--- src/rtl/mips_ctrl_pkg.sv ---
// Shared constants for the multicycle MIPS control sequencer.
// Holds opcode values, ALUOp / ALUSrcB / PCSource encodings and the 4-bit state enum.
package mips_ctrl_pkg;

  // Opcodes (instr[31:26])
  localparam logic [5:0] OpRtype = 6'b000000;
  localparam logic [5:0] OpLw    = 6'b100011;
  localparam logic [5:0] OpSw    = 6'b101011;
  localparam logic [5:0] OpBeq   = 6'b000100;
  localparam logic [5:0] OpJ     = 6'b000010;
  localparam logic [5:0] OpAddi  = 6'b001000;
  localparam logic [5:0] OpAndi  = 6'b001100;
  localparam logic [5:0] OpOri   = 6'b001101;

  // ALUOp encodings
  localparam logic [2:0] AluOpAnd   = 3'b000;
  localparam logic [2:0] AluOpOr    = 3'b001;
  localparam logic [2:0] AluOpAdd   = 3'b010;
  localparam logic [2:0] AluOpSub   = 3'b011;
  localparam logic [2:0] AluOpFunct = 3'b100;

  // ALUSrcB encodings
  localparam logic [1:0] SrcBReg    = 2'b00;
  localparam logic [1:0] SrcBFour   = 2'b01;
  localparam logic [1:0] SrcBImm    = 2'b10;
  localparam logic [1:0] SrcBImmSh2 = 2'b11;

  // PCSource encodings
  localparam logic [1:0] PcSrcAlu    = 2'b00;
  localparam logic [1:0] PcSrcAluOut = 2'b01;
  localparam logic [1:0] PcSrcJump   = 2'b10;

  typedef enum logic [3:0] {
    StFetch   = 4'd0,
    StDecode  = 4'd1,
    StMemAddr = 4'd2,
    StMemRd   = 4'd3,
    StMemWb   = 4'd4,
    StMemWr   = 4'd5,
    StRExec   = 4'd6,
    StRWb     = 4'd7,
    StBranch  = 4'd8,
    StJump    = 4'd9,
    StIExec   = 4'd10,
    StIWb     = 4'd11
  } state_e;

  function automatic logic is_imm_op(input logic [5:0] op);
    return (op == OpAddi) || (op == OpAndi) || (op == OpOri);
  endfunction

  function automatic logic is_known_op(input logic [5:0] op);
    return (op == OpRtype) || (op == OpLw) || (op == OpSw) || (op == OpBeq) ||
           (op == OpJ) || is_imm_op(op);
  endfunction

endpackage

--- src/rtl/mips_ctrl_outdec.sv ---
// Combinational control-word decoder: maps the current sequencer state (plus mem_ready,
// zero and, in DECODE / I_EXEC, the opcode) onto the datapath control outputs.
// Ports: state/opcode/zero/mem_ready in, force_off in (holds every output at 0),
// ALU/mux selects, enables, pc_en, instr_done and illegal out.
module mips_ctrl_outdec
  import mips_ctrl_pkg::*;
(
  input  state_e     state,
  input  logic [5:0] opcode,
  input  logic       zero,
  input  logic       mem_ready,
  input  logic       force_off,
  output logic [2:0] ALUOp,
  output logic       ALUSrcA,
  output logic [1:0] ALUSrcB,
  output logic       ZeroExt,
  output logic       IorD,
  output logic       MemRead,
  output logic       MemWrite,
  output logic       IRWrite,
  output logic       RegWrite,
  output logic       RegDst,
  output logic       MemtoReg,
  output logic [1:0] PCSource,
  output logic       pc_en,
  output logic       instr_done,
  output logic       illegal
);

  logic pc_write;
  logic pc_write_cond;

  always_comb begin
    ALUOp         = AluOpAnd;
    ALUSrcA       = 1'b0;
    ALUSrcB       = SrcBReg;
    ZeroExt       = 1'b0;
    IorD          = 1'b0;
    MemRead       = 1'b0;
    MemWrite      = 1'b0;
    IRWrite       = 1'b0;
    RegWrite      = 1'b0;
    RegDst        = 1'b0;
    MemtoReg      = 1'b0;
    PCSource      = PcSrcAlu;
    instr_done    = 1'b0;
    illegal       = 1'b0;
    pc_write      = 1'b0;
    pc_write_cond = 1'b0;
    if (!force_off) begin
      case (state)
        StFetch: begin
          MemRead  = 1'b1;
          ALUSrcB  = SrcBFour;
          ALUOp    = AluOpAdd;
          // IR and PC update exactly once, on the cycle the fetch completes
          IRWrite  = mem_ready;
          pc_write = mem_ready;
        end
        StDecode: begin
          ALUSrcB = SrcBImmSh2;
          ALUOp   = AluOpAdd;
          illegal = !is_known_op(opcode);
        end
        StMemAddr: begin
          ALUSrcA = 1'b1;
          ALUSrcB = SrcBImm;
          ALUOp   = AluOpAdd;
        end
        StMemRd: begin
          MemRead = 1'b1;
          IorD    = 1'b1;
        end
        StMemWb: begin
          RegWrite   = 1'b1;
          MemtoReg   = 1'b1;
          instr_done = 1'b1;
        end
        StMemWr: begin
          MemWrite   = 1'b1;
          IorD       = 1'b1;
          instr_done = mem_ready;
        end
        StRExec: begin
          ALUSrcA = 1'b1;
          ALUOp   = AluOpFunct;
        end
        StRWb: begin
          RegWrite   = 1'b1;
          RegDst     = 1'b1;
          instr_done = 1'b1;
        end
        StBranch: begin
          ALUSrcA       = 1'b1;
          ALUOp         = AluOpSub;
          PCSource      = PcSrcAluOut;
          pc_write_cond = 1'b1;
          instr_done    = 1'b1;
        end
        StJump: begin
          pc_write   = 1'b1;
          PCSource   = PcSrcJump;
          instr_done = 1'b1;
        end
        StIExec: begin
          ALUSrcA = 1'b1;
          ALUSrcB = SrcBImm;
          if (opcode == OpAndi) begin
            ALUOp   = AluOpAnd;
            ZeroExt = 1'b1;
          end else if (opcode == OpOri) begin
            ALUOp   = AluOpOr;
            ZeroExt = 1'b1;
          end else begin
            ALUOp = AluOpAdd;
          end
        end
        StIWb: begin
          RegWrite   = 1'b1;
          instr_done = 1'b1;
        end
        default: ;
      endcase
    end
  end

  assign pc_en = pc_write | (pc_write_cond & zero);

endmodule

--- src/rtl/mips_multicycle_ctrl.sv ---
// Main control sequencer for the multicycle MIPS datapath.
// Holds the state register and next-state logic; control outputs come from mips_ctrl_outdec.
// Ports: clk, rst (async, active-high), opcode, zero, mem_ready in; ALUOp, mux selects,
// memory/IR/register enables, pc_en, instr_done, illegal and debug state out.
module mips_multicycle_ctrl
  import mips_ctrl_pkg::*;
(
  input  logic       clk,
  input  logic       rst,
  input  logic [5:0] opcode,
  input  logic       zero,
  input  logic       mem_ready,
  output logic [2:0] ALUOp,
  output logic       ALUSrcA,
  output logic [1:0] ALUSrcB,
  output logic       ZeroExt,
  output logic       IorD,
  output logic       MemRead,
  output logic       MemWrite,
  output logic       IRWrite,
  output logic       RegWrite,
  output logic       RegDst,
  output logic       MemtoReg,
  output logic [1:0] PCSource,
  output logic       pc_en,
  output logic       instr_done,
  output logic       illegal,
  output logic [3:0] state
);

  state_e state_q, state_d;
  // lw/sw choice is captured in DECODE so MEM_ADDR does not depend on the opcode input
  logic   is_store_q, is_store_d;

  always_comb begin
    state_d    = StFetch;
    is_store_d = is_store_q;
    case (state_q)
      StFetch: begin
        if (mem_ready) state_d = StDecode;
        else           state_d = StFetch;
      end
      StDecode: begin
        is_store_d = (opcode == OpSw);
        if ((opcode == OpLw) || (opcode == OpSw)) state_d = StMemAddr;
        else if (opcode == OpRtype)               state_d = StRExec;
        else if (opcode == OpBeq)                 state_d = StBranch;
        else if (opcode == OpJ)                   state_d = StJump;
        else if (is_imm_op(opcode))               state_d = StIExec;
        else                                      state_d = StFetch;
      end
      StMemAddr: begin
        if (is_store_q) state_d = StMemWr;
        else            state_d = StMemRd;
      end
      StMemRd: begin
        if (mem_ready) state_d = StMemWb;
        else           state_d = StMemRd;
      end
      StMemWr: begin
        if (mem_ready) state_d = StFetch;
        else           state_d = StMemWr;
      end
      StRExec: state_d = StRWb;
      StIExec: state_d = StIWb;
      default: state_d = StFetch;
    endcase
  end

  always_ff @(posedge clk or posedge rst) begin
    if (rst) begin
      state_q    <= StFetch;
      is_store_q <= 1'b0;
    end else begin
      state_q    <= state_d;
      is_store_q <= is_store_d;
    end
  end

  assign state = state_q;

  mips_ctrl_outdec u_outdec (
    .state      (state_q),
    .opcode     (opcode),
    .zero       (zero),
    .mem_ready  (mem_ready),
    .force_off  (rst),
    .ALUOp      (ALUOp),
    .ALUSrcA    (ALUSrcA),
    .ALUSrcB    (ALUSrcB),
    .ZeroExt    (ZeroExt),
    .IorD       (IorD),
    .MemRead    (MemRead),
    .MemWrite   (MemWrite),
    .IRWrite    (IRWrite),
    .RegWrite   (RegWrite),
    .RegDst     (RegDst),
    .MemtoReg   (MemtoReg),
    .PCSource   (PCSource),
    .pc_en      (pc_en),
    .instr_done (instr_done),
    .illegal    (illegal)
  );

endmodule

--- config.mk ---
export PLATFORM = sky130hd
export DESIGN_NAME = mips_multicycle_ctrl
export DESIGN_NICKNAME = d
export VERILOG_FILES = /design/src/rtl/mips_ctrl_pkg.sv /design/src/rtl/mips_ctrl_outdec.sv /design/src/rtl/mips_multicycle_ctrl.sv
export SDC_FILE = /design/constraint.sdc
export NUM_CORES = 1
export LEC_CHECK = 0
export BUFFER_PORTS_ARGS = -buffer_cell sky130_fd_sc_hd__buf_2
export CORE_MARGIN = 5
export CORE_UTILIZATION = 45
export CTS_BUF_LIST = sky130_fd_sc_hd__clkbuf_16
export CTS_CLUSTER_SIZE = 24
export DETAILED_ROUTE_END_ITERATION = 6
export GPL_ROUTABILITY_DRIVEN = 1
export GPL_TIMING_DRIVEN = 0
export PLACE_DENSITY = 0.78
export SLEW_MARGIN = 10
export SYNTH_ARGS = -nofsm -noshare
export SYNTH_HDL_FRONTEND = slang
export SYNTH_HIERARCHICAL = 1
export SYNTH_SLANG_ARGS = --single-unit
--- constraint.sdc ---
create_clock -name clk -period 2.66 [get_ports clk]
set_clock_uncertainty 0.1 [all_clocks]
set_input_delay 0.266 -clock clk [delete_from_list [all_inputs] [get_ports clk]]
set_output_delay 0.266 -clock clk [all_outputs]
set_load 0.005 [all_outputs]
==> results.txt <==
----------------------------------------------------
[Synth]
  Syn Std Cell Area ... 708 sq um
  Proportion of synthesized chip area in sequential cells ... 17.7%
  Area share of the leading cell type in the synthesized netlist ... about 18%
  Main area contributors after synthesis ... sky130_fd_sc_hd__dfrtp_1 (18%), sky130_fd_sc_hd__nor3_1 (6.4%), sky130_fd_sc_hd__nor2_1 (5.3%), sky130_fd_sc_hd__and3_1 (4.4%), sky130_fd_sc_hd__a211oi_1 (4.2%)
  Net count after synthesis ... roughly 110
  Most used standard cell by instance count after synthesis ... sky130_fd_sc_hd__nor2_1
  Mapped Avg Cell Area ... around 7.4 sq um
  Number of register bits inferred by synthesis ... 5
  Cell variety after synth ... 43
  Number of enable flip-flop cells after synthesis ... 0
  Flip-flop cell with the highest count after synthesis ... sky130_fd_sc_hd__dfrtp_1
  Yosys top cell by area ... sky130_fd_sc_hd__dfrtp_1
  Leading post-synthesis cells by instance count ... sky130_fd_sc_hd__nor2_1 (10), sky130_fd_sc_hd__nor3_1 (9), sky130_fd_sc_hd__inv_1 (6), sky130_fd_sc_hd__nand2_1 (6)
  Yosys warning count ... 6
  Cells after Synth ... 96
  Share of flip-flops with an asynchronous set or reset ... 100%

[Min path]
  Worst hold path stage count ... 2
  Worst hold path class ... in -> reg
  Source of the worst hold timing path ... opcode[4]

[Placed design]
  Detailed placement HPWL ... between 1500 and 2000 microns
  DP Area ... between 800 and 900 sq um
  Routability congestion estimate ... ~0.85
  Setup WS pre-CTS ... around 0.91 ns
  Port Buf Inserts ... 32

[Clock tree]
  Resize count post-CTS ... 0
  Clock insertion delay at the later pin of the skew report ... about 0.23 ns
  Clock sinks ... 5
  TritonCTS clock tree ... done
  Clk pin slew, worst setup/hold paths ... roughly 0.030 ns
  Cts bufs inserted ... 3
  Cell at the root of the clock tree ... sky130_fd_sc_hd__clkbuf_16
  Number of H-tree levels ... 1
  Maximum buffer depth of the clock tree ... 2

[Routing]
  Via density per instance ... about 5.8
  Final WL ... about 2000 microns
  Vias after detailed routing ... 860
  TritonRoute pass-1 iters ... 4
  DRC violation count after routing ... 0
  Initial DRC Count ... 14
  Final routed wire length divided by cell count ... 13.6 microns
  Remaining antenna violation count after routing ... 0

[Pwr]
  Logic gate share of total power ... 47.9%
  Clock share of power ... ~34%
  Part of the total power dissipated in sequential elements ... between 10% and 20%
  Switching share of power ... approximately two fifths
  Power Dens Cells ... about 740 nW/um^2
  Internal cell power ... roughly 440 uW
  Maximum vdd drop ... 0.777 mV
  Net switching power ... ~280 uW
  LEAKAGE ... just under 0.5 nW

[Critical path]
  Critical path launch point ... rst
  Crit path arrival time ... around 1.8 ns
  Worst Path Required ... 2.29 ns
  CP Class ... in -> out
  Path depth of the worst reg2reg path ... 4
  Worst reg2reg path startpoint ... state[0]
  CP endpoint kind ... primary output
  Crit path max fanout ... 8
  Worst Setup Start Kind ... input pin

[STA]
  Unrepaired setup endpoints after global routing ... no
  Final Slew Violations ... 0
  Setup TNS after final layout ... 0 ns
  Fraction of the cycle the final worst path needs ... 81.1%
  Slew at the pin closest to its max-slew limit ... 0.402 ns
  Max_slew headroom ... approximately three quarters
  Hold Vio Cnt, Final ... 0
  Timing-limited maximum frequency ... approximately 460 MHz
  Minimum period implied by the final worst setup slack ... between 2 and 2.5 ns
  Smallest setup slack after layout ... roughly 0.50 ns
  Final setup violation count ... 0

[Finish]
  Layout Area Growth over Synthesis ... 38.0%
  Antenna diode instance count ... 0
  Area taken by flip-flops and latches ... between 100 and 150 sq um
  Design Area, Final ... 977 sq um
  Multi-input gate area ... a little over 500 sq um
  Total Nets Final ... 144
  Fill cell total of the finished layout ... 143
  Share of post-route cells with drive strength above 1 ... between 30 and 40%

[Global routing]
  Overall global routing resource usage ... between 10% and 20%
  Wire length of the first global-routing pass ... 3340 microns
  Number of antenna violations at the first check in global routing ... 0
  Vias in the first global route ... roughly 760
  Leftover overflow at the end of global routing ... 0
  Pin count of the biggest net entering global routing ... 13

[Die]
  Die extent in y ... 49.7 microns
  Initial cell density of the core ... about 47%
  Cell Rows ... 14
  Width of the chip ... 49.7 microns
  Area enclosed by the die boundary ... approximately 2500 sq um
  IO Pins ... 33
  Area inside the core boundary ... approximately 1500 sq um

[Run]
  Max-cap violation count ... 0

[Outcome]
  Status ... completed

----------------------------------------------------
path summary, 6_finish.rpt:
kind | end | slack [ns]
worst max-delay path | illegal | 0.50
worst min-delay path | is_store_q | 0.21
worst max register to register | state[0] | 1.02
worst min register to register | is_store_q | 0.41
max in group asynchronous | is_store_q | 1.82
min in group asynchronous | state[0] | 0.47
routing by layer:
layer | up-vias | part of all wire (%) | global-route usage, %
met5 | - | 0 | 0
met4 | 0 | 0.54 | 3.93
met3 | 2 | 7.3 | 5.42
met2 | 29 | 49 | 27.8
met1 | 389 | 43 | 19.6
li1 | 440 | - | -
layout by cell type, fill, tap and decap left out, types with 2 or more instances in the layout:
cell type                   count
sky130_fd_sc_hd__nand2b_1       2
sky130_fd_sc_hd__nor2_1        10
sky130_fd_sc_hd__nand4b_1       2
sky130_fd_sc_hd__o22ai_1        2
sky130_fd_sc_hd__buf_6          2
sky130_fd_sc_hd__nor3_1         9
sky130_fd_sc_hd__o31ai_1        2
sky130_fd_sc_hd__nand2_1        6
sky130_fd_sc_hd__nor2b_1        3
sky130_fd_sc_hd__a211oi_1       4
sky130_fd_sc_hd__clkbuf_16      3
sky130_fd_sc_hd__inv_1          7
sky130_fd_sc_hd__nand3b_1       2
sky130_fd_sc_hd__nor4b_1        2
sky130_fd_sc_hd__o21ai_0        4
sky130_fd_sc_hd__dfrtp_1        5
sky130_fd_sc_hd__buf_2         33
sky130_fd_sc_hd__nor4_1         2
sky130_fd_sc_hd__and3_1         5
sky130_fd_sc_hd__a21oi_1        3
timing repair:
action / 4_1_cts / 5_1_grt
setup buffers: 0 / 0
endpoints found under the hold margin: 5 / 0
hold buffers: 1 / 0
registers in the layout (all words and copies together), names as in the netlist:
| signal | flops |
|---|---|
| is_store_q | 1 |
| state | 4 |
worst max-delay path, stage by stage:
cell and delay (ns):
sky130_fd_sc_hd__dlygate4sd3_1 0.53, sky130_fd_sc_hd__buf_2 0.18, sky130_fd_sc_hd__or2_1 0.26, sky130_fd_sc_hd__buf_6 0.14, sky130_fd_sc_hd__nor3_2 0.15, sky130_fd_sc_hd__and3_1 0.16, sky130_fd_sc_hd__buf_2 0.11
stage by stage:
stage	total power, mW	hold slack, ns	std cells	utilization (%)
5_1_grt	0.778	0.212	149	64.9
3_5_place_dp	0.479	0.146	144	59.0
2_1_floorplan	0.364	-0.0555	96	-
3_3_place_gp	0.471	0.145	144	59.0
4_1_cts	0.728	0.207	149	64.9
6_report	0.725	0.207	149	64.9
cell families (layout without fill, tap and decap cells):
group / after synthesis / count (layout) / synth area share, %
buf+inv: 12 / 49 / 9.36
flops: 5 / 5 / 17.7
simple gates: 51 / 51 / 43.3
xor+xnor: 2 / 2 / 2.47
compound gates: 26 / 26 / 27.2
area by class of cell:
| cell class | instances | area share (%) |
|---|---|---|
| inverters | 7 | 2.69 |
| flip-flops and latches | 5 | 12.8 |
| clock inverters | 1 | 0.384 |
| plain buffers | 5 | 4.10 |
| clock buffers | 3 | 7.68 |
| repair buffers | 33 | 17.4 |
| multi-input cells | 79 | 52.9 |
| well taps | 16 | 2.05 |
power groups by stage:
| stage | sequential [mW] | combinational (mW) | clock (mW) |
|---|---|---|---|
| CTS | 0.134 | 0.348 | 0.247 |
| floorplan | 0.126 | 0.237 | 0 |
| finish | 0.134 | 0.347 | 0.244 |
| global placement | 0.133 | 0.338 | 0 |
| detailed placement | 0.134 | 0.345 | 0 |
| global route | 0.139 | 0.385 | 0.255 |
Power figures use the tool's default switching activity.
